===== src/rtl/mips_ctrl_pkg.sv =====
// rtl/mips_ctrl_pkg.sv - opcode map, ALUop encodings and state encoding shared by the multicycle control unit
package mips_ctrl_pkg;

    localparam logic [5:0] OP_RTYPE = 6'b000000;
    localparam logic [5:0] OP_ADDI  = 6'b000010;
    localparam logic [5:0] OP_SUBI  = 6'b000011;
    localparam logic [5:0] OP_ANDI  = 6'b000100;
    localparam logic [5:0] OP_ORI   = 6'b000101;
    localparam logic [5:0] OP_SLTI  = 6'b000111;
    localparam logic [5:0] OP_LW    = 6'b001000;
    localparam logic [5:0] OP_LB    = 6'b001001;
    localparam logic [5:0] OP_SW    = 6'b010000;
    localparam logic [5:0] OP_SB    = 6'b010001;
    localparam logic [5:0] OP_BEQ   = 6'b100011;
    localparam logic [5:0] OP_BNE   = 6'b100111;
    localparam logic [5:0] OP_MOVE  = 6'b100000;
    localparam logic [5:0] OP_J     = 6'b111000;
    localparam logic [5:0] OP_JAL   = 6'b111001;

    localparam logic [2:0] ALU_FUNCT = 3'b000;
    localparam logic [2:0] ALU_ADD   = 3'b001;
    localparam logic [2:0] ALU_SUB   = 3'b010;
    localparam logic [2:0] ALU_AND   = 3'b011;
    localparam logic [2:0] ALU_OR    = 3'b100;
    localparam logic [2:0] ALU_SLT   = 3'b101;

    typedef enum logic [2:0] {
        S_FETCH  = 3'd0,
        S_DECODE = 3'd1,
        S_EXEC   = 3'd2,
        S_MEM    = 3'd3,
        S_WB     = 3'd4,
        S_TRAP   = 3'd5
    } state_t;

endpackage


===== src/rtl/mcu_perf_counters.sv =====
// rtl/mcu_perf_counters.sv - retired-instruction and memory-stall counters, wrapping modulo 2^CNT_W
module mcu_perf_counters #(
    parameter int CNT_W = 32
) (
    input  logic             clk,
    input  logic             reset,
    input  logic             instr_done,
    input  logic             stall,
    output logic [CNT_W-1:0] instr_retired,
    output logic [CNT_W-1:0] stall_cycles
);

    always_ff @(posedge clk) begin
        if (reset) begin
            instr_retired <= '0;
            stall_cycles  <= '0;
        end else begin
            if (instr_done) instr_retired <= instr_retired + 1'b1;
            if (stall)      stall_cycles  <= stall_cycles + 1'b1;
        end
    end

endmodule


===== src/rtl/multicycle_control_unit.sv =====
// rtl/multicycle_control_unit.sv - FETCH/DECODE/EXEC/MEM/WB control FSM with mem_ready stalls
// Optional perf counters enabled by defining MCU_PERF_CNT_EN.
module multicycle_control_unit
    import mips_ctrl_pkg::*;
#(
    parameter int OPCODE_W = 6,
    parameter int ALUOP_W  = 3,
    parameter int CNT_W    = 32
) (
    input  logic                clk,
    input  logic                reset,
    input  logic [OPCODE_W-1:0] opcode,
    input  logic                mem_ready,
    output logic                pcWrite,
    output logic                pcWriteCond,
    output logic                irWrite,
    output logic                iorD,
    output logic                regDst,
    output logic                branch,
    output logic                memRead,
    output logic                memWrite,
    output logic                ALUsrc,
    output logic                regWrite,
    output logic                jump,
    output logic                byteOperations,
    output logic                move,
    output logic                memToReg,
    output logic [ALUOP_W-1:0]  ALUop,
    output logic                instr_done,
    output logic                illegal_op
`ifdef MCU_PERF_CNT_EN
    ,
    output logic [CNT_W-1:0]    instr_retired,
    output logic [CNT_W-1:0]    stall_cycles
`endif
);

    if (ALUOP_W < 3 || CNT_W < 1) begin : g_param_check
        $error("multicycle_control_unit: ALUOP_W must be >= 3 and CNT_W >= 1");
    end

    state_t              state, state_next;
    logic [OPCODE_W-1:0] op_q;
    logic [2:0]          alu;

    function automatic logic op_eq(input logic [OPCODE_W-1:0] op, input logic [5:0] code);
        return op == OPCODE_W'(code);
    endfunction

    logic is_rtype, is_alu_imm, is_load, is_store, is_byte, is_branch, is_move;
    logic is_j, is_jal, legal;
    logic [2:0] imm_alu;

    // Instruction class of the latched opcode; legal is the union of every class.
    always_comb begin
        is_rtype   = op_eq(op_q, OP_RTYPE);
        is_load    = op_eq(op_q, OP_LW) || op_eq(op_q, OP_LB);
        is_store   = op_eq(op_q, OP_SW) || op_eq(op_q, OP_SB);
        is_byte    = op_eq(op_q, OP_LB) || op_eq(op_q, OP_SB);
        is_branch  = op_eq(op_q, OP_BEQ) || op_eq(op_q, OP_BNE);
        is_move    = op_eq(op_q, OP_MOVE);
        is_j       = op_eq(op_q, OP_J);
        is_jal     = op_eq(op_q, OP_JAL);
        is_alu_imm = 1'b1;
        imm_alu    = ALU_ADD;
        if      (op_eq(op_q, OP_ADDI)) imm_alu = ALU_ADD;
        else if (op_eq(op_q, OP_SUBI)) imm_alu = ALU_SUB;
        else if (op_eq(op_q, OP_ANDI)) imm_alu = ALU_AND;
        else if (op_eq(op_q, OP_ORI))  imm_alu = ALU_OR;
        else if (op_eq(op_q, OP_SLTI)) imm_alu = ALU_SLT;
        else                           is_alu_imm = 1'b0;
        legal = is_rtype | is_alu_imm | is_load | is_store | is_branch | is_move | is_j | is_jal;
    end

    always_ff @(posedge clk) begin
        if (reset) begin
            state      <= S_FETCH;
            op_q       <= '0;
            illegal_op <= 1'b0;
        end else begin
            state <= state_next;
            if (state == S_FETCH && mem_ready) op_q <= opcode;
            if (state == S_DECODE && !legal)   illegal_op <= 1'b1;
        end
    end

    always_comb begin
        state_next     = state;
        pcWrite        = 1'b0;
        pcWriteCond    = 1'b0;
        irWrite        = 1'b0;
        iorD           = 1'b0;
        regDst         = 1'b0;
        branch         = 1'b0;
        memRead        = 1'b0;
        memWrite       = 1'b0;
        ALUsrc         = 1'b0;
        regWrite       = 1'b0;
        jump           = 1'b0;
        byteOperations = 1'b0;
        move           = 1'b0;
        memToReg       = 1'b0;
        instr_done     = 1'b0;
        alu            = ALU_FUNCT;
        case (state)
            S_FETCH: begin
                memRead = 1'b1;
                alu     = ALU_ADD;
                if (mem_ready) begin
                    irWrite    = 1'b1;
                    pcWrite    = 1'b1;
                    state_next = S_DECODE;
                end
            end
            S_DECODE: begin
                if (is_j || is_jal) begin
                    jump       = 1'b1;
                    pcWrite    = 1'b1;
                    regWrite   = is_jal;
                    instr_done = 1'b1;
                    state_next = S_FETCH;
                end else if (!legal) begin
                    state_next = S_TRAP;
                end else begin
                    state_next = S_EXEC;
                end
            end
            S_EXEC: begin
                if (is_rtype) begin
                    regDst     = 1'b1;
                    alu        = ALU_FUNCT;
                    state_next = S_WB;
                end else if (is_alu_imm) begin
                    ALUsrc     = 1'b1;
                    alu        = imm_alu;
                    state_next = S_WB;
                end else if (is_load || is_store) begin
                    ALUsrc         = 1'b1;
                    alu            = ALU_ADD;
                    byteOperations = is_byte;
                    state_next     = S_MEM;
                end else if (is_branch) begin
                    // Taken/not-taken and bne inversion are resolved in the datapath.
                    branch      = 1'b1;
                    pcWriteCond = 1'b1;
                    alu         = ALU_SUB;
                    instr_done  = 1'b1;
                    state_next  = S_FETCH;
                end else if (is_move) begin
                    move       = 1'b1;
                    alu        = ALU_ADD;
                    state_next = S_WB;
                end else begin
                    state_next = S_TRAP;
                end
            end
            S_MEM: begin
                iorD           = 1'b1;
                byteOperations = is_byte;
                if (is_load) begin
                    memRead = 1'b1;
                    if (mem_ready) state_next = S_WB;
                end else begin
                    memWrite = 1'b1;
                    if (mem_ready) begin
                        instr_done = 1'b1;
                        state_next = S_FETCH;
                    end
                end
            end
            S_WB: begin
                regWrite   = 1'b1;
                memToReg   = is_load;
                regDst     = is_rtype;
                move       = is_move;
                instr_done = 1'b1;
                state_next = S_FETCH;
            end
            S_TRAP: state_next = S_TRAP;
            default: state_next = S_FETCH;
        endcase
    end

    assign ALUop = ALUOP_W'(alu);

`ifdef MCU_PERF_CNT_EN
    mcu_perf_counters #(
        .CNT_W(CNT_W)
    ) u_perf (
        .clk          (clk),
        .reset        (reset),
        .instr_done   (instr_done),
        .stall        ((state == S_FETCH || state == S_MEM) && !mem_ready),
        .instr_retired(instr_retired),
        .stall_cycles (stall_cycles)
    );
`endif

endmodule


===== config.mk =====
export PLATFORM = sky130hd
export DESIGN_NAME = multicycle_control_unit
export DESIGN_NICKNAME = d
export VERILOG_FILES = /design/src/rtl/mips_ctrl_pkg.sv /design/src/rtl/mcu_perf_counters.sv /design/src/rtl/multicycle_control_unit.sv
export SDC_FILE = /design/constraint.sdc
export NUM_CORES = 1
export LEC_CHECK = 0
export ABC_AREA = 1
export CAP_MARGIN = 25
export CORE_MARGIN = 8
export CORE_UTILIZATION = 35
export DETAILED_ROUTE_END_ITERATION = 10
export GPL_TIMING_DRIVEN = 0
export PLACE_DENSITY = 0.75
export SYNTH_ARGS = -nofsm -noshare
export SYNTH_HDL_FRONTEND = slang
export SYNTH_SLANG_ARGS = --single-unit

===== constraint.sdc =====
create_clock -name clk -period 1.45 [get_ports clk]
set_clock_uncertainty 0.05 [all_clocks]
set_input_delay 0.145 -clock clk [delete_from_list [all_inputs] [get_ports clk]]
set_output_delay 0.145 -clock clk [all_outputs]
set_load 0.05 [all_outputs]

## Word level (Yosys, flattened, before mapping)

Index checks and enable logic that the tools add are counted.

- Equality and inequality tests: 21
- Multiplexer cells: 64
- Bitwise logic cells: 7
- Reduce and logical (&&, ||, !) cells: 12

Operators with widths:

| cell | number |
|---|---|
| 3-bit 2-to-1 mux | 17 |
| 1-bit 2-to-1 mux | 36 |
| 6-bit == test (second input constant) | 5 |
| 6-bit by 3-bit == test with 1-bit output (second input constant) | 3 |
| 3-bit case mux with 5 select lines | 1 |
| 6-bit by 2-bit == test with 1-bit output (second input constant) | 2 |
| 6-bit by 4-bit == test with 1-bit output (second input constant) | 2 |
| 6-bit by 5-bit == test with 1-bit output (second input constant) | 2 |
| 1-bit case mux with 2 select lines | 6 |
| 1-bit OR | 7 |
| 3-bit by 2-bit == test with 1-bit output (second input constant) | 2 |
| 3-bit == test (second input constant) | 2 |
| 6-bit logical NOT | 1 |
| 1-bit logical OR | 6 |
| 3-bit case mux with 2 select lines | 1 |
| 2-bit 2-to-1 mux | 2 |
| 2-bit inequality test (second input constant) | 2 |
| 1-bit case mux with 4 select lines | 1 |
| 3-bit by 1-bit == test with 1-bit output (second input constant) | 1 |
| 3-bit logical NOT | 1 |
| 1-bit logical AND | 2 |
| 2-bit AND reduction | 1 |
| 1-bit logical NOT | 1 |

- Flip-flop bits (word level): 10
- Bits of input ports: 9
- Output and inout bits: 19
- Word-level logic and storage cells: 107

## Depth between registers and ports, before layout

- Word-level depth: 16
- Depth in mapped cells: 11

## Least setup slack after synthesis

Ideal clock, no wire load.

- Kind: register to output
- Start: register op_q[3]
- End: output regWrite
- Data arrival time: 2.072 ns
- Data required time: 1.255 ns
- Path slack: -0.817 ns
- Cell stages (with the launch flop): 7
- Cell sequence: dfxtp_1 -> inv_2 -> nor2_2 -> nand3b_1 -> nor2_2 -> inv_1 -> o21ai_1

- Cells in the longest elaborated chain, start to end: 4

Ends and longest elaborated chain:

| item | RTL line | text |
|---|---|---|
| from (decl) | multicycle_control_unit.sv:43 | `logic [OPCODE_W-1:0] op_q;` |
| from (signal assigned) | multicycle_control_unit.sv:82 | `if (state == S_FETCH && mem_ready) op_q <= opcode;` |
| 6-bit == test | multicycle_control_unit.sv:47 | `return op == OPCODE_W'(code);` |
| 1-bit logical OR | multicycle_control_unit.sv:116 | `if (is_j \|\| is_jal) begin` |
| 1-bit 2-to-1 mux (*) | multicycle_control_unit.sv:116 |  |
| 1-bit case mux with 2 select lines (*) | multicycle_control_unit.sv:105 | `case (state)` |
| to (decl) | multicycle_control_unit.sv:23 | `output logic regWrite,` |

Every way passes the cells marked *; elsewhere a longest branch is shown, timed or not.

## Final worst setup path

- Start: register op_q[2]
- End: output byteOperations

- Cells in the longest elaborated chain, start to end: 9

Ends and longest elaborated chain:

| item | RTL line | text |
|---|---|---|
| 6-bit by 3-bit == test with 1-bit output | multicycle_control_unit.sv:47 |  |
| 1-bit 2-to-1 mux | multicycle_control_unit.sv:70 | `else if (op_eq(op_q, OP_SLTI)) imm_alu = ALU_SLT;` |
| 1-bit 2-to-1 mux | multicycle_control_unit.sv:69 | `else if (op_eq(op_q, OP_ORI)) imm_alu = ALU_OR;` |
| 1-bit 2-to-1 mux | multicycle_control_unit.sv:68 | `else if (op_eq(op_q, OP_ANDI)) imm_alu = ALU_AND;` |
| 1-bit 2-to-1 mux | multicycle_control_unit.sv:67 | `else if (op_eq(op_q, OP_SUBI)) imm_alu = ALU_SUB;` |
| 1-bit 2-to-1 mux | multicycle_control_unit.sv:66 | `if (op_eq(op_q, OP_ADDI)) imm_alu = ALU_ADD;` |
| 1-bit 2-to-1 mux | multicycle_control_unit.sv:133 | `end else if (is_alu_imm) begin` |
| 1-bit 2-to-1 mux | multicycle_control_unit.sv:129 | `if (is_rtype) begin` |
| 1-bit case mux with 2 select lines (*) | multicycle_control_unit.sv:105 |  |
| to (decl) | multicycle_control_unit.sv:25 | `output logic byteOperations,` |

Marked as above.

==> metrics <==
die width 64.7 um; failing checks negative setup slack; Final Cell Area 0.00201 mm2; Hold Buf Count CTS 0; Max Cap Viol 0; Slew @ Worst Pin 0.496 ns; Seq/Total Area, Yosys 24.1%; Via Count 1299; Hold Violations, Final 0; Num CTS Buffers 3; Max transition margin 67.1%; Worst Path Arrival 1.68 ns; Min-Delay Path Class reg -> reg; number of port buffers 27; WP buf/inv 2; core area 0.00223 mm2; part of the power in registers 14.6%; YS warnings 0; GRT Overall Usage 17.7%; Initial Utilization 37.1%; multi-input logic area 888 um2; RD Place Congestion 0.864; top-area cell type share of the netlist area 24.1%; clock power share 6.5%; layout cells sized above 1 68.9%; largest net degree at the start of global routing 11; startpoint types register; Slowest-stage cell, CP dfxtp_4; Pre-Repair DR Iteration Count 4; Synthesized Nets 149; Int Pwr 1.83 mW; RSZ-0062 raised after global routing yes; fin nets 219; Filler Cell Count 89; # IOs 28; register area 234 um2; largest family of logic cells by synthesized area simple AND/OR/NAND/NOR gates; final setup margin -0.424 ns; first-pass GRT wire length 5900 um; Crit path top cell by count nand2_1; H-tree levels 1; fmax 534 MHz; syn avg cell area 5.93 um2; vias per cell 5.48; setup_tns -5.51 ns; dpl cell area 0.00132 mm2; drt drc 0; vias in the first global route 1270; cell taking the most area after synthesis dfxtp_1; clock sinks 10; final non-filler cell total 237; CTS tree yes; post-synthesis compound-gate area fraction 14.3%; Net Sw Power 2.06 mW; initial antenna violation count 0; mux cell area share after synthesis 0%; fin crit period 1.87 ns; grt ovf 0; Routed Antenna Nets 0; status complete, but fails checks; root buf cell clkbuf_4; diodes inserted 0; Sw Ratio 52.9%; Yosys cell types 21; largest stage delay on the critical path 0.38 ns; 1st-iter DRT viols 65; Adder-Cell Fraction of Synth Area 0%; Worst IR Drop VDD 1.72 mV; maximum clock insertion buffer count 2; fin crit share 129%; Synth Register Bits 10; synth top area cells dfxtp_1 24%, nand2_1 12%, nor2_1 10%, inv_1 9.5%, nand3_1 7.2%; pre-CTS setup slack -0.774 ns; total power 3.89 mW; pwr dens 1940 mW/mm2; CP top delay family simple AND/OR/NAND/NOR gates; Post-Synth Simple-Gate Area 47.5%; CP Class reg -> out; synthesized area 830 um2; kind of end point of the critical path output pin; # rows 17; Die Height 64.7 um; Comb power frac 78.9%; Final HPWL DP 2040 um; Avg WL per Cell 18.7 um; Worst Path Required 1.25 ns; Setup Viol. Count Final 20; critical-path cell list nor2_4 > buf_4 > nand2_1 > o21ai_2 > nand2_1 > nor2_2 > buf_6; post-synthesis xor/xnor area fraction 0%; Synth Instances 140; Inst Count DP 195; Static Leakage 0.897 nW; Area growth, synth to finish 142%; final WL 4430 um; Max Transition Viols Final 0; Crit Path Max Fanout 5; Worst-path clk slew 0.07 ns; Clock Latency Late Sink 0.27 ns; die area 0.00418 mm2
logic make-up (layout without fill, tap and decap cells):
kind of cell / Yosys count / count (layout)
AO/OA/AOI/OAI: 23 / 23
AND/OR/NAND/NOR: 79 / 79
flip-flops: 10 / 10
buffers and inverters: 28 / 97
layout make-up:
| type | count | area share, % |
|---|---|---|
| Buffer | 2 | 1.12 |
| Clock buffer | 4 | 1.81 |
| Tap cell | 28 | 1.75 |
| Timing Repair Buffer | 65 | 32.8 |
| Multi-Input combinational cell | 102 | 44.3 |
| Sequential cell | 10 | 11.7 |
| Inverter | 26 | 6.55 |
layout by cell type (no fill, tap or decap), drive strengths merged:
cell,n
nand3,15
nor4,1
o21ai,10
a31oi,1
clkdlybuf4s50,8
a21oi,11
clkinvlp,1
clkinv,1
nand4,1
clkbuf,4
and2,1
nand2,28
a21boi,1
nor2,32
buf,58
dlygate4sd2,1
inv,24
dfxtp,10
nand3b,1
metal layers:
metal | global-route usage, % | vias to the layer above | routed length (um)
li1 | - | 587 | -
met1 | 18.4 | 621 | 1620
met2 | 32.4 | 70 | 2270
met3 | 3.61 | 21 | 342
met4 | 9.54 | 0 | 187
met5 | 0 | - | 0
worst min-delay path, stage by stage, from the launching register on:
cell and delay [ns]:
dfxtp_1 0.31, inv_1 0.06, a21oi_2 0.05
Yosys cell counts:
| master | instances |
|---|---|
| a21boi_1 | 1 |
| nand4_2 | 1 |
| nor2_1 | 23 |
| nand3_1 | 12 |
| buf_6 | 1 |
| and2_1 | 1 |
| dfxtp_1 | 10 |
| inv_1 | 21 |
| nand3_2 | 3 |
| inv_2 | 5 |
| a21oi_1 | 11 |
| nand2_2 | 1 |
| o21ai_0 | 7 |
| nor2_2 | 6 |
| nor2_4 | 3 |
| nor4_2 | 1 |
| buf_4 | 1 |
| o21ai_1 | 3 |
| nand2_1 | 27 |
| nand3b_1 | 1 |
| a31oi_1 | 1 |
registers in the layout, indices dropped and copies added, names as in the netlist:
register and cells:
op_q 6, state 3, illegal_op 1
final timing paths:
kind	start	to	slack, ns	cells after the start
min	illegal_op$_SDFFE_PP0P_	illegal_op$_SDFFE_PP0P_	0.42	2
min reg2reg	illegal_op$_SDFFE_PP0P_	illegal_op$_SDFFE_PP0P_	0.42	2
max reg2reg	op_q[2]$_SDFFE_PP0P_	state[0]$_SDFFE_PP0P_	-0.31	11
max	op_q[2]$_SDFFE_PP0P_	byteOperations	-0.42	7
what timing repair did:
item | CTS | global route
setup endpoints to repair | 21 | 23
pin swaps | 23 | 22
buffers inserted | 26 | 15
gates resized for setup | 181 | 36
through the flow:
step | util [%] | hold slack, ns
after CTS | 79.4 | 0.411
after global routing | 89.8 | 0.444
final | 89.8 | 0.417
after floorplan | - | 0.164
after global placement | 58.9 | 0.390
after detailed placement | 58.9 | 0.404
power groups by stage:
stage          sequential [mW]  clock, mW  combinational (mW)
2_1_floorplan            0.513          0                1.32
3_3_place_gp             0.481          0                1.72
3_5_place_dp             0.486          0                1.76
4_1_cts                  0.537      0.254                2.50
5_1_grt                  0.580      0.269                3.19
6_report                 0.568      0.255                3.07
(Power assumes the default switching activity.)
